**config.mk**
```make
export PLATFORM = sky130hd
export DESIGN_NAME = iir_biquad_scheduler
export DESIGN_NICKNAME = d
export VERILOG_FILES = /design/src/rtl/iir_pkg.sv /design/src/rtl/iir_biquad_scheduler_mac.sv /design/src/rtl/iir_biquad_scheduler.sv
export SDC_FILE = /design/constraint.sdc
export NUM_CORES = 1
export LEC_CHECK = 0
export ABC_AREA = 1
export BUFFER_PORTS_ARGS = -buffer_cell sky130_fd_sc_hd__clkbuf_2
export CAP_MARGIN = 20
export CORE_UTILIZATION = 64
export CTS_CLUSTER_SIZE = 12
export DETAILED_ROUTE_END_ITERATION = 10
export MAX_ROUTING_LAYER = met4
export PLACE_DENSITY = 0.89
export SETUP_SLACK_MARGIN = 0.05
export SLEW_MARGIN = 15
export SYNTH_ARGS = -nofsm -noshare
export SYNTH_HDL_FRONTEND = slang
export SYNTH_HIERARCHICAL = 1
export SYNTH_SLANG_ARGS = --single-unit
export TNS_END_PERCENT = 30
```
**constraint.sdc**
```tcl
create_clock -name clk -period 12.2 [get_ports clk]
set_clock_uncertainty 0.2 [all_clocks]
set_input_delay 0.61 -clock clk [delete_from_list [all_inputs] [get_ports clk]]
set_output_delay 0.61 -clock clk [all_outputs]
set_load 0.02 [all_outputs]
```
**src/rtl/iir_pkg.sv**
```systemverilog
// Shared types and helpers for the biquad scheduler.
// Frame FSM states, tap index, accumulator sizing, saturation.
package iir_pkg;

  typedef enum logic [1:0] {
    IDLE,
    MAC,
    WRITE,
    DONE
  } state_t;

  typedef logic [2:0] tap_t;

  localparam tap_t TAP_LAST = 3'd4;

  function automatic int acc_width(
    input int dw,
    input int cw
  );
    return dw + cw + 3;
  endfunction

  function automatic logic signed [31:0] sat(
    input logic signed [63:0] v,
    input int dw
  );
    logic signed [63:0] hi;
    logic signed [63:0] lo;
    hi = (64'sd1 <<< (dw - 1)) - 64'sd1;
    lo = -(64'sd1 <<< (dw - 1));
    if (v > hi) return 32'(hi);
    else if (v < lo) return 32'(lo);
    return 32'(v);
  endfunction

endpackage

```
**src/rtl/iir_biquad_scheduler_mac.sv**
```systemverilog
// Shared signed multiply-accumulate for the biquad engine.
// clr loads the product, sub negates it before accumulation.
module iir_mac_unit
  import iir_pkg::*;
#(
  parameter int COEFF_WIDTH = 18,
  parameter int DATA_WIDTH  = 16,
  parameter int ACC_WIDTH   = 37
) (
  input  logic                          clk,
  input  logic                          reset,
  input  logic                          en,
  input  logic                          clr,
  input  logic                          sub,
  input  logic signed [COEFF_WIDTH-1:0] coef,
  input  logic signed [DATA_WIDTH-1:0]  opnd,
  output logic signed [ACC_WIDTH-1:0]   acc
);

  localparam int PW = COEFF_WIDTH + DATA_WIDTH;

  logic signed [PW-1:0]        prod;
  logic signed [ACC_WIDTH-1:0] prod_x;
  logic signed [ACC_WIDTH-1:0] base;

  assign prod   = coef * opnd;
  assign prod_x = {{(ACC_WIDTH - PW){prod[PW-1]}}, prod};
  assign base   = clr ? '0 : acc;

  // accumulate one tap per enabled cycle
  always_ff @(posedge clk) begin
    if (reset) acc <= '0;
    else if (en) acc <= sub ? base - prod_x : base + prod_x;
  end

endmodule

```
**src/rtl/iir_biquad_scheduler.sv**
```systemverilog
// Time-multiplexed direct-form-I biquad over NUM_CH channels.
// One MAC, per-channel history, coefficients latched per frame.
module iir_biquad_scheduler
  import iir_pkg::*;
#(
  parameter int COEFF_WIDTH = 18,
  parameter int COEFF_SCALE = 14,
  parameter int DATA_WIDTH  = 16,
  parameter int NUM_CH      = 2
) (
  input  logic                           clk,
  input  logic                           reset,
  input  logic                           sample_stb,
  input  logic [NUM_CH*DATA_WIDTH-1:0]   din,
  input  logic [COEFF_WIDTH-1:0]         A2,
  input  logic [COEFF_WIDTH-1:0]         A3,
  input  logic [COEFF_WIDTH-1:0]         B1,
  input  logic [COEFF_WIDTH-1:0]         B2,
  input  logic [COEFF_WIDTH-1:0]         B3,
  output logic [NUM_CH*DATA_WIDTH-1:0]   dout,
  output logic                           dout_valid,
  output logic                           busy,
  output logic                           overrun
);

  localparam int AW  = acc_width(DATA_WIDTH, COEFF_WIDTH);
  localparam int CHW = (NUM_CH > 1) ? $clog2(NUM_CH) : 1;
  localparam logic [CHW-1:0] CH_LAST = CHW'(NUM_CH - 1);

  typedef logic signed [DATA_WIDTH-1:0]  smp_t;
  typedef logic signed [COEFF_WIDTH-1:0] cof_t;

  state_t state, state_n;
  tap_t   tap;
  logic [CHW-1:0] ch;

  smp_t xin  [NUM_CH];
  smp_t x1   [NUM_CH];
  smp_t x2   [NUM_CH];
  smp_t y1   [NUM_CH];
  smp_t y2   [NUM_CH];
  smp_t pend [NUM_CH];

  cof_t b1_r, b2_r, b3_r, a2_r, a3_r;
  cof_t coef;
  smp_t opnd;
  logic sub;
  logic start;
  logic last_ch;

  logic signed [AW-1:0] acc;
  logic signed [63:0]   acc_sh;
  smp_t q;

  assign start   = sample_stb &&
                   (state == IDLE || state == DONE);
  assign last_ch = (ch == CH_LAST);
  assign acc_sh  = 64'(acc >>> COEFF_SCALE);
  assign q       = smp_t'(sat(acc_sh, DATA_WIDTH));

  // frame sequencing and status outputs
  always_comb begin
    state_n    = state;
    busy       = 1'b0;
    dout_valid = 1'b0;
    unique case (state)
      IDLE: begin
        if (sample_stb) state_n = MAC;
      end
      MAC: begin
        busy = 1'b1;
        if (tap == TAP_LAST) state_n = WRITE;
      end
      WRITE: begin
        busy    = 1'b1;
        state_n = last_ch ? DONE : MAC;
      end
      DONE: begin
        dout_valid = 1'b1;
        state_n    = sample_stb ? MAC : IDLE;
      end
      default: state_n = IDLE;
    endcase
  end

  // state register
  always_ff @(posedge clk) begin
    if (reset) state <= IDLE;
    else state <= state_n;
  end

  // tap and channel counters, overrun flag
  always_ff @(posedge clk) begin
    if (reset) begin
      tap     <= '0;
      ch      <= '0;
      overrun <= 1'b0;
    end else begin
      if (sample_stb && busy) overrun <= 1'b1;
      if (start) begin
        tap <= '0;
        ch  <= '0;
      end else if (state == MAC) begin
        tap <= (tap == TAP_LAST) ? '0 : tap + 3'd1;
      end else if (state == WRITE && !last_ch) begin
        ch <= ch + 1'b1;
      end
    end
  end

  // per-frame capture of inputs and coefficients
  always_ff @(posedge clk) begin
    if (reset) begin
      b1_r <= '0;
      b2_r <= '0;
      b3_r <= '0;
      a2_r <= '0;
      a3_r <= '0;
      for (int c = 0; c < NUM_CH; c++) xin[c] <= '0;
    end else if (start) begin
      b1_r <= B1;
      b2_r <= B2;
      b3_r <= B3;
      a2_r <= A2;
      a3_r <= A3;
      for (int c = 0; c < NUM_CH; c++)
        xin[c] <= din[c*DATA_WIDTH +: DATA_WIDTH];
    end
  end

  // channel history, pending results and output lanes
  always_ff @(posedge clk) begin
    if (reset) begin
      dout <= '0;
      for (int c = 0; c < NUM_CH; c++) begin
        x1[c]   <= '0;
        x2[c]   <= '0;
        y1[c]   <= '0;
        y2[c]   <= '0;
        pend[c] <= '0;
      end
    end else if (state == WRITE) begin
      x2[ch]   <= x1[ch];
      x1[ch]   <= xin[ch];
      y2[ch]   <= y1[ch];
      y1[ch]   <= q;
      pend[ch] <= q;
      if (last_ch) begin
        for (int c = 0; c < NUM_CH; c++)
          dout[c*DATA_WIDTH +: DATA_WIDTH] <=
            (c == NUM_CH - 1) ? q : pend[c];
      end
    end
  end

  // tap operand selection
  always_comb begin
    coef = b1_r;
    opnd = xin[ch];
    sub  = 1'b0;
    unique case (tap)
      3'd0: begin
        coef = b1_r;
        opnd = xin[ch];
      end
      3'd1: begin
        coef = b2_r;
        opnd = x1[ch];
      end
      3'd2: begin
        coef = b3_r;
        opnd = x2[ch];
      end
      3'd3: begin
        coef = a2_r;
        opnd = y1[ch];
        sub  = 1'b1;
      end
      3'd4: begin
        coef = a3_r;
        opnd = y2[ch];
        sub  = 1'b1;
      end
      default: begin
        coef = '0;
        opnd = '0;
      end
    endcase
  end

  iir_mac_unit #(
    .COEFF_WIDTH(COEFF_WIDTH),
    .DATA_WIDTH (DATA_WIDTH),
    .ACC_WIDTH  (AW)
  ) u_mac (
    .clk  (clk),
    .reset(reset),
    .en   (state == MAC),
    .clr  (tap == 3'd0),
    .sub  (sub),
    .coef (coef),
    .opnd (opnd),
    .acc  (acc)
  );

endmodule

```
# Yosys cells after proc, flatten, opt, wreduce, memory -nomap -nowiden
# Memory sizes are Yosys's and may differ from the RTL's. A register that Yosys moved wholly into a read port is not among the register bits.
# Index checks and enable logic that the tools add are counted.
# op_classes
multipliers,1
order_cmp,2
addsub,4
n_eq_ne,9
muxes,53
reduce_logical,18
n_bitwise,3
# ops
operator,n
two-way mux 16 bit,10
case mux 18 bit (5 select lines),1
case mux 16 bit (5 select lines),1
OR reduction 16 bit,5
two-way mux 37 bit,2
adder 37 x 34 -> 37 bit,1
subtractor 37 x 34 -> 37 bit,1
multiplier 18 x 16 -> 34 bit,1
two-way mux 1 bit,34
"> comparator 23 x 16 -> 1 bit, second input constant",1
"less-than comparator 23 x 16 -> 1 bit, second input constant",1
case mux 2 bit (4 select lines),1
"equality test 3 x 2 -> 1 bit, second input constant",2
two-way mux 2 bit,3
AND reduction 2 bit,3
OR reduction 2 bit,3
"equality test 2 bit, second input constant",2
"inequality test 2 bit, second input constant",2
"adder 3 x 1 -> 3 bit, second input constant",1
"equality test 3 x 1 -> 1 bit, second input constant",1
"equality test 3 bit, second input constant",1
logical AND 1 bit,3
logical NOT 3 bit,1
two-way mux 3 bit,1
other kinds (7),8
# word_totals
output_inout_bits,35
mem_count,6
mem_bits_rw,192
inputBits,125
regBits,166
# memory_table
name,depth,width,read_ports,rd_ports_with_merged_regs,wr,line,rtl
pend,2,16,1,1,2,iir_biquad_scheduler.sv:42,smp_t pend [NUM_CH];
x1,2,16,1,1,2,iir_biquad_scheduler.sv:38,smp_t x1 [NUM_CH];
x2,2,16,1,1,2,iir_biquad_scheduler.sv:39,smp_t x2 [NUM_CH];
xin,2,16,1,1,2,iir_biquad_scheduler.sv:37,smp_t xin [NUM_CH];
y1,2,16,1,1,2,iir_biquad_scheduler.sv:40,smp_t y1 [NUM_CH];
y2,2,16,1,1,2,iir_biquad_scheduler.sv:41,smp_t y2 [NUM_CH];

# Depth between registers and ports, before layout
# depth
ltp_word,7
ltp_mapped,56
ltp_nobuf,53

# Cells and area by module
# The synthesis kept the hierarchy.
# by_module_without_submodules
module,cells_per_inst,instances,seq_area_each_um2,area_each_um2
iir_mac_unit,2511,1,740.7,16977.5
iir_biquad_scheduler,1481,1,7407.1,12647.1

# Worst setup path after synthesis
# Ideal clock, no wire load.
# synth_path
kind,reg2reg
from,register tap[0]
to,register u_mac.acc[30]
t_arrival_ns,8.530
slack_ns,3.354
period_less_slack_ns,8.846
stages_incl_launch_ff,51
setup_ns,0.115
required_time_ns,11.885
path_buffers,3
cell_sequence,dfxtp_1 -> ha_1 -> ha_1 -> clkbuf_1 -> nand2_1 -> nand2_1 -> nor2_1 -> o21ai_1 -> clkbuf_1 -> buf_1 -> nand2_1 -> fa_1 -> inv_1 -> fa_1 -> inv_1 -> fa_1 -> inv_1 -> fa_1 -> [15 not listed] -> inv_2 -> nor2_4 -> nand3_2 -> o21ai_1 -> xor2_1 -> inv_1 -> ha_1 -> a21oi_1 -> inv_1 -> nor2_1 -> a21boi_0 -> nand3_1 -> a21o_1 -> a21oi_1 -> o21ai_0 -> xor2_1 -> o21ai_0 -> inv_1
# synth_via
elab_chain_cells,5
# synth_rtl
element,line,rtl
start: declaration,iir_biquad_scheduler.sv:34,tap_t tap;
start signal: assignment,iir_biquad_scheduler.sv:104,tap <= (tap == TAP_LAST) ? '0 : tap + 3'd1;
equality test 3 bit (tied with other cells),iir_biquad_scheduler.sv:161,unique case (tap)
case mux 16 bit (5 select lines) (*),iir_biquad_scheduler.sv:161,
net opnd[8],iir_biquad_scheduler.sv:46,smp_t opnd;
multiplier 18 x 16 -> 34 bit (*),iir_biquad_scheduler_mac.sv:26,assign prod = coef * opnd;
adder 37 x 34 -> 37 bit or subtractor 37 x 34 -> 37 bit (tied branches),iir_biquad_scheduler_mac.sv:33,else if (en) acc <= sub ? base - prod_x : base + prod_x;
two-way mux 37 bit (*),iir_biquad_scheduler_mac.sv:33,
end signal: assignment,iir_biquad_scheduler_mac.sv:33,
end: declaration,iir_biquad_scheduler_mac.sv:17,output logic signed [ACC_WIDTH-1:0] acc
# Mark *: on every way through the listed nets, which the timed path passes. The rest lies on a longest branch.
# A chain may end at the register's enable or synchronous reset.

# Final worst setup path
# layout_path
from,register tap[0]
to,register u_mac.acc[36]
# Same word-level chain as after synthesis.

==> results.json <==
{
  "post-route-util_pct": 69.93,
  "grt_usage_pct": 37.68,
  "timing.fmax_mhz": 89.25,
  "yosysSeqAreaShare_pct": 27.50,
  "synth_area_um2": 29620,
  "min_path_type": "input port to flop",
  "synth_top_family_by_area": "adder cells",
  "worstPathArrival_ns": 11.44,
  "htreeDepth": 2,
  "initial_core_util_pct": 65.14,
  "fin_crit_sh_pct": 91.84,
  "endpoint_kind": "flop",
  "grt_max_degree": 69,
  "clk_pin_slew_ns": 0.06,
  "core-area_um2": 45480,
  "seq_area_um2": 8152,
  "r2r-start": "tap[0]",
  "hold_buffers": 0,
  "clock-sinks": 327,
  "worstMarginPinSlew_ns": 1.075,
  "num-nets-final": 4615,
  "grt_overflow": 0,
  "slew_viol_final": 0,
  "drt_iter0_drc": 3254,
  "critPathLaunch": "tap[0]",
  "rows": 78,
  "die_h_um": 217.1,
  "reg2reg_depth": 47,
  "syn_nets": 4541,
  "routabilityCongestion": 1.006,
  "cts_tree": "built",
  "vias": 26250,
  "tns_ns": 0,
  "maxSlewHeadroom_pct": 28.32,
  "regToRegEndpoint": "u_mac/acc[36]",
  "dpl.hpwl_mm": 64.77,
  "rsz0062_at_grt": "no",
  "finalSetupViolations": 0,
  "start_kind": "flop",
  "grt_pass1_wl_mm": 134.5,
  "required_ns": 12.44,
  "synth.distinct_cells": 55,
  "synth.area.mux_share_pct": 0,
  "crit_top_cell": "nand2_1",
  "multi_input_area_um2": 17040,
  "cts_buffers": 34,
  "synthXorXnorAreaFrac_pct": 2.116,
  "antenna_found_initial": 4,
  "drtPass1Iterations": 7,
  "nFillCells": 3466,
  "synth-simple-area-share_pct": 21.46,
  "synth-edff-count": 160,
  "hold_viol": 0,
  "vias_per_cell": 5.592,
  "die_w_um": 217.1,
  "ys_ff_latch": 327,
  "cts_resized": 0,
  "first_global_vias": 25760,
  "portBuffers": 159,
  "die-area_um2": 47150,
  "clockBufferDepth": 3,
  "synth_async_sr_flop_share_pct": 0,
  "post_cts.repair.setup_buffers": 0,
  "synth_ff_type": "dfxtp_1",
  "min_path_cells": 3,
  "cpPeakStageDelay_ns": 0.77,
  "clk_latency_ns": 0.55,
  "drtAntennaViolNets": 0,
  "min_to": "a3_r[8]",
  "synth_adder_area_share_pct": 25.28,
  "synth-compound-area-share_pct": 8.548,
  "cp_max_fo": 23,
  "cap_viol_max_count": 0,
  "yosys_warnings": 22,
  "area_growth_pct": 7.349,
  "wl_per_cell_um": 18.05,
  "layout_min_cycle_time_ns": 11.20,
  "status": "completed",
  "cp_slowest_cell": "nand2_1",
  "syn_area_per_cell_um2": 7.421,
  "syn_inst": 3992,
  "drive_gt1_share_pct": 7.801,
  "drc": 0,
  "r2r_slack_ns": 1.0,
  "clockRootBuffer": "clkbuf_16",
  "io_pins": 160,
  "path_class": "flop to flop",
  "hp-start": "A3[8]",
  "wirelength_mm": 84.74
}
[layout by cell type, fill, tap and decap left out, types with 3 or more instances in the layout]
cell / n
edfxtp_1: 160
nand4_1: 26
dfxtp_1: 166
nand2_1: 927
nand3b_1: 9
nor2_1: 343
clkinv_1: 5
nand2_2: 10
fa_1: 291
o22ai_1: 25
a21oi_1: 124
nor2_2: 11
diode_2: 6
and2_1: 5
o21a_1: 3
o211ai_1: 16
a31oi_1: 9
xor2_1: 46
o21bai_1: 4
nor4_1: 7
xnor2_1: 20
a21o_1: 7
nand3_2: 6
clkinv_2: 3
inv_1: 971
o21ai_2: 5
clkbuf_2: 159
nor2_4: 6
nor3_1: 18
ha_1: 133
buf_4: 44
o21ai_1: 70
or2_2: 10
o21ai_0: 187
nand3_1: 169
inv_2: 14
clkbuf_16: 35
clkbuf_1: 15
[cell families after synthesis]
logic type,after synthesis
compound gates,467
xor+xnor,69
fa+ha+maj,424
buf+inv,1154
flops,327
simple gates,1551
[cell usage after synthesis, types with 5 or more instances]
cell type,count,area (µm²)
nand2_1,928,3483
nand2_2,9,56.30
a31oi_1,9,56.30
nor3_1,18,90.09
and2_1,5,31.28
nand3b_1,9,67.56
nor2_2,12,75.07
fa_1,291,5826
xnor2_1,20,175.2
buf_1,7,26.28
clkbuf_1,88,330.3
a21oi_1,124,620.6
buf_4,15,112.6
nand4_1,26,162.7
o21ai_0,197,986.0
xor2_1,46,402.9
nand3_1,169,845.8
dfxtp_1,167,3343
a21o_1,7,52.55
o211ai_1,16,120.1
o21ai_1,64,320.3
or2_2,10,62.56
inv_1,972,3649
o22ai_1,25,156.4
nor4_1,7,43.79
nor2_1,343,1287
inv_2,13,48.80
nor2_4,5,56.30
buf_2,52,260.3
edfxtp_1,160,4805
ha_1,133,1664
nand3_2,6,60.06
[layout make-up]
class	instances	share of cell area, %
Timing Repair Buffer	203	3.541
Multi-Input combinational cell	2511	53.57
Antenna cell	6	0.04721
Clock inverter	7	0.1731
Sequential cell	327	25.63
Tap cell	600	2.361
Clock buffer	52	2.998
Inverter	989	11.67
[routing by layer]
metal	GRT usage [%]	share of wire (%)	up-vias
met3	7.002	10	331
met1	46.42	37	12220
met4	19.41	6.0	0
met5	-	0	-
li1	-	-	12170
met2	59.35	46	1534
[flip-flops by register name, summed over array words and instances, names as in the netlist, 3 cells and up, named ones only]
signal     cells
u_mac/acc     37
dout          32
x1            32
x2            32
xin           32
y2            32
a2_r          18
a3_r          18
b1_r          18
b2_r          18
b3_r          18
pend          16
y1            16
tap            3
[how the worst max path moves through the flow]
| stage | end |
|---|---|
| 2_1_floorplan | u_mac/acc[30] |
| 3_3_place_gp | u_mac/acc[36] |
| 3_5_place_dp | u_mac/acc[36] |
| 4_1_cts | u_mac/acc[36] |
| 5_1_grt | u_mac/acc[36] |
| 6_report | u_mac/acc[36] |
[metrics by stage]
step | area (µm²) | std cells | setup slack, ns | hold WS [ns]
finish | 31800 | 4695 | 0.9958 | 0.08755
floorplan | 29620 | 3992 | 3.354 | 0.2323
CTS | 31790 | 4689 | 1.103 | 0.09128
detailed placement | 30780 | 4630 | 1.121 | 0.2382
global placement | 30770 | 4629 | 1.187 | 0.2366
global route | 31800 | 4693 | 0.3056 | 0.1012
[critical path: cells and delay by family (launching register included)]
kind / cells / cell delay, ns
AOI/OAI and AO/OA: 8 / 1.37
buffers and inverters: 10 / 1.10
xor gates and xnor gates: 1 / 0.16
and+or+nand+nor: 19 / 3.63
adders and majority gates: 9 / 4.22
DFF: 1 / 0.41
Power is left out: the tool's default activity adds up to more than one toggle a clock period on the data nets, which glitch-free logic cannot reach.
